==> src/rtl/gate_truth_table_tester.sv <==
// gate_truth_table_tester: sweeps a/b through all vectors and checks x=NAND, y=NOR, reporting via start/done.
module gate_truth_table_tester #(
  parameter int SETTLE_CYCLES = 2,
  parameter int PASSES = 1,
  parameter int CNT_W = 8
) (
  input  logic             clk,
  input  logic             rst_n,
  input  logic             start,
  output logic             a,
  output logic             b,
  input  logic             x,
  input  logic             y,
  output logic             busy,
  output logic             done,
  output logic             pass,
  output logic [CNT_W-1:0] err_count,
  output logic [3:0]       fail_vec
);
  localparam int SW = SETTLE_CYCLES > 1 ? $clog2(SETTLE_CYCLES) : 1;
  localparam int PW = PASSES > 1 ? $clog2(PASSES) : 1;
  typedef enum logic [2:0] {IDLE, APPLY, SETTLE, SAMPLE, NEXT, DONE} state_t;
  state_t state, state_nx;
  logic [1:0] vec, vec_n;
  logic [PW-1:0] sweep;
  logic [SW-1:0] cnt;
  logic last, mis;
  assign vec_n = vec + 2'd1;
  assign last = vec == 2'd3 && sweep == PW'(PASSES - 1);
  assign mis = (x != ~(a & b)) || (y != ~(a | b));
  assign busy = state != IDLE;
  assign done = state == DONE;
  always_comb begin
    state_nx = state;
    case (state)
      IDLE:    state_nx = start ? APPLY : IDLE;
      APPLY:   state_nx = SETTLE_CYCLES == 0 ? SAMPLE : SETTLE;
      SETTLE:  state_nx = cnt == '0 ? SAMPLE : SETTLE;
      SAMPLE:  state_nx = NEXT;
      NEXT:    state_nx = last ? DONE : APPLY;
      default: state_nx = IDLE;
    endcase
  end
  always_ff @(posedge clk or negedge rst_n)
    if (!rst_n) state <= IDLE;
    else state <= state_nx;
  // a/b are loaded with the upcoming vector on the edge entering APPLY
  always_ff @(posedge clk or negedge rst_n) begin
    if (!rst_n) begin
      a <= 1'b0;
      b <= 1'b0;
      vec <= '0;
      sweep <= '0;
      cnt <= '0;
      pass <= 1'b0;
      err_count <= '0;
      fail_vec <= '0;
    end else begin
      case (state)
        IDLE: if (start) begin
          a <= 1'b0;
          b <= 1'b0;
          vec <= '0;
          sweep <= '0;
          pass <= 1'b0;
          err_count <= '0;
          fail_vec <= '0;
        end
        APPLY: cnt <= SW'(SETTLE_CYCLES > 0 ? SETTLE_CYCLES - 1 : 0);
        SETTLE: cnt <= cnt - 1'b1;
        SAMPLE: if (mis) begin
          if (~&err_count) err_count <= err_count + 1'b1;
          fail_vec[vec] <= 1'b1;
        end
        NEXT: if (last) pass <= err_count == '0;
        else begin
          vec <= vec_n;
          if (vec == 2'd3) sweep <= sweep + 1'b1;
          a <= vec_n[1];
          b <= vec_n[0];
        end
        DONE: begin
          a <= 1'b0;
          b <= 1'b0;
        end
        default: ;
      endcase
    end
  end
endmodule

==> config.mk <==
export PLATFORM = sky130hd
export DESIGN_NAME = gate_truth_table_tester
export DESIGN_NICKNAME = d
export VERILOG_FILES = /design/src/rtl/gate_truth_table_tester.sv
export SDC_FILE = /design/constraint.sdc
export NUM_CORES = 1
export LEC_CHECK = 0
export ABC_AREA = 1
export CAP_MARGIN = 20
export CELL_PAD_IN_SITES_DETAIL_PLACEMENT = 1
export CELL_PAD_IN_SITES_GLOBAL_PLACEMENT = 1
export CORE_ASPECT_RATIO = 0.6
export CORE_MARGIN = 10
export CORE_UTILIZATION = 34
export CTS_CLUSTER_SIZE = 25
export DETAILED_ROUTE_END_ITERATION = 8
export GPL_TIMING_DRIVEN = 0
export PLACE_DENSITY = 0.81
export SLEW_MARGIN = 20
export SYNTH_ARGS = -nofsm -noshare
export SYNTH_HDL_FRONTEND = slang
export SYNTH_SLANG_ARGS = --single-unit
==> constraint.sdc <==
create_clock -name clk -period 1.45 [get_ports clk]
set_input_delay 0.2175 -clock clk [delete_from_list [all_inputs] [get_ports clk]]
set_output_delay 0.2175 -clock clk [all_outputs]
set_load 0.02 [all_outputs]
==> impl_metrics.csv <==
group,metric,value,unit
outcome,status,"finished clean",
synth,seq_area_frac_synth,40.9,%
worst_setup_path,path_class,"reg2reg",
worst_setup_path,path_buf_inv,0,
worst_setup_path,slowest_delay,0.45,ns
floorplan,chipWidth,101,µm
floorplan,die_area,6950,µm²
clock_tree,htreeDepth,1,
floorplan,die-height,68.7,µm
worst_setup_path,cp-end-kind,"register",
detailed_routing,drc,0,
placement,gp_congestion,0.774,
synth,syn_nets,188,
timing,max_freq,0.714,GHz
layout,stdcell_count,263,
clock_tree,cts_tree,"built",
worst_setup_path,crit_fanout,8,
job,cap_violations,0,
floorplan,rows,17,
clock_tree,cts.sinks,22,
timing,slew_headroom,65.2,%
worst_setup_path,cp.arrival,1.56,ns
timing,hold_slack,0.457,ns
layout,layout-drive-gt1-share,25.9,%
global_routing,grt_pass1_wl,6490,µm
placement,portBuffers,21,
global_routing,grtUsageTotal,11.6,%
placement,hpwl,2880,µm
power,ir_drop,0.000853,V
detailed_routing,viasPerCell,4.97,
timing,hold_violations,0,
synth,syn_avg_cell_area,7.60,µm²
timing,worst_clock_skew,0.00222,ns
layout,final_common_cell,"nand2_1",
detailed_routing,final_antenna_net_count,0,
detailed_routing,vias,1308,
synth,synthesis.area,1350,µm²
layout,fillers,473,
layout,area_delta_synth_final,38.7,%
floorplan,io_pins,22,
global_routing,antenna_found_initial,0,
floorplan,core,3740,µm²
worst_hold_path,hold_class,"in2async",
timing,setup_viol,0,
layout,insertedDiodeCount,0,
clock_tree,clk_pin_slew_worst_paths,0.09,ns
synth,ys_ff_latch,22,
worst_setup_path,crit_top_cell,"nand2_4",
power,p_per_area,1590,nW/µm²
detailed_routing,drt_iter0_drc,76,
synth,netlist_instances,177,
worst_setup_path,crit_start,"err_count[0]",
placement,dp_cells,245,
clock_tree,clkLatencyLatePin,0.26,ns
global_routing,grt_overflow,0,
floorplan,start_util,35.9,%
global_routing,grt_max_degree,23,
layout,final_cell_mix,"nand2_1, inv_1, dfrtp_1, nor2_1, dlygate4sd2_1",
worst_setup_path,critPathTopFamily,"simple AND/OR/NAND/NOR gates",
worst_setup_path,crit_chain,"ha_4 > nand2_4 > nor2_4 > nand2_2 > nand2_4 > nand2_4 > nand3_4 > nand2_1 > nand2_1",
worst_setup_path,required,1.61,ns
detailed_routing,routed_wl,4050,µm
layout,final_nets,228,
timing,setup_tns,0,ns
timing,finalCriticalPeriod,1.40,ns
worst_setup_path,r2r-start,"err_count[0]",
worst_setup_path,critPathLaunchType,"register",
timing,maxSlewViolCount,0,
detailed_routing,wl_per_cell,15.4,µm
synth,ys_warn_count,0,
detailed_routing,drt_pass1_iterations,4,
synth,synth.distinct_cells,24,
timing,rsz0062_at_grt,"true",
worst_setup_path,cpMaxStageDelayCell,"dfrtp_2",
global_routing,grt_pass1_vias,1278,
timing,final.period_utilization,96.6,%
power,total_power,2.98,mW
timing,tightest_slew,0.522,ns
power,leakagePower,0.940,nW
clock_tree,cts.path.max_buffers,2,
clock_tree,root_buffer,"clkbuf_8",
clock_tree,cts_buffers,3,
==> path summary, 6_finish.rpt <==
path                                      to  slack [ns]  cells after the start
worst max-delay path            err_count[6]        0.05                      9
worst min-delay path             fail_vec[0]        0.46                      2
worst max register to register  err_count[6]        0.05                      9
worst min register to register           cnt        0.50                      1
max in group asynchronous       err_count[1]        0.61                      2
min in group clk                         cnt        0.50                      1
==> layout make-up <==
type                            count  area, µm²  share of cell area (%)
Buffer                              2       26.3                    1.41
Multi-Input combinational cell    125        764                    41.0
Timing Repair Buffer               34        295                    15.8
Tap cell                           47       58.8                    3.15
Sequential cell                    22        557                    29.8
Inverter                           29        109                    5.83
Clock buffer                        4       55.1                    2.95
==> flip-flops by register name, summed over array words and instances (netlist names) <==
signal	count
state	3
sweep	1
b	1
err_count	8
pass	1
fail_vec	4
vec	2
a	1
cnt	1
==> logic make-up after synthesis <==
logic type | count (synthesis) | share of synthesized area [%]
adders and majority gates | 6 | 5.58
buffers and inverters | 31 | 9.77
and+or+nand+nor | 101 | 36.2
AOI/OAI and AO/OA | 17 | 7.54
DFF | 22 | 40.9
==> through the flow <==
step | utilization, % | area, µm² | setup WS [ns]
finish | 49.8 | 1870 | 0.0494
global route | 49.8 | 1870 | -0.0250
CTS | 45.2 | 1690 | 0.00286
detailed placement | 43.2 | 1620 | -0.185
global placement | 43.2 | 1620 | -0.163
floorplan | - | 1350 | 0.00522
==> timing repair <==
action | CTS | global route
gates resized for setup | 27 | 26
endpoints found under the hold margin | 0 | 22
setup endpoints to repair | 24 | 17
hold buffers | 0 | 1
cloned | 1 | 0
pin swaps | 1 | 8
setup buffers | 3 | 9
==> power by group <==
| group | leakage, nW | switching [mW] | total [mW] | internal, mW |
|---|---|---|---|---|
| registers | 0.289 | 0.148 | 0.903 | 0.755 |
| logic | 0.623 | 0.960 | 1.61 | 0.655 |
| clock network | 0.0288 | 0.215 | 0.457 | 0.242 |
| total | 0.940 | 1.32 | 2.98 | 1.65 |
==> Yosys cell counts <==
cell type	instances	area, µm²
inv_2	1	3.75
o211ai_1	1	7.51
nor2_1	20	75.1
dfrtp_1	22	551
nand3_4	1	17.5
nand2_4	1	11.3
buf_6	2	22.5
a21oi_1	9	45.0
nand2_1	46	173
o21ai_2	2	17.5
o2111ai_1	1	8.76
nor2_2	1	6.26
nand3_2	1	10.0
nor3b_1	1	7.51
nor2_4	3	33.8
o21ai_0	3	15.0
inv_1	28	105
o21bai_1	1	7.51
nand2_2	2	12.5
nand3_1	13	65.1
nor3_2	1	10.0
nand4_1	8	50.1
ha_1	6	75.1
nor3_1	3	15.0
==> per-layer routing <==
| metal | GRT usage [%] | vias up | wire length, µm |
|---|---|---|---|
| met2 | 17.9 | 30 | 1770 |
| met3 | 3.57 | 2 | 237 |
| li1 | - | 639 | - |
| met4 | 1.04 | 0 | 8 |
| met5 | 0 | - | 0 |
| met1 | 16.1 | 637 | 2030 |
Power figures use the tool's default switching activity.
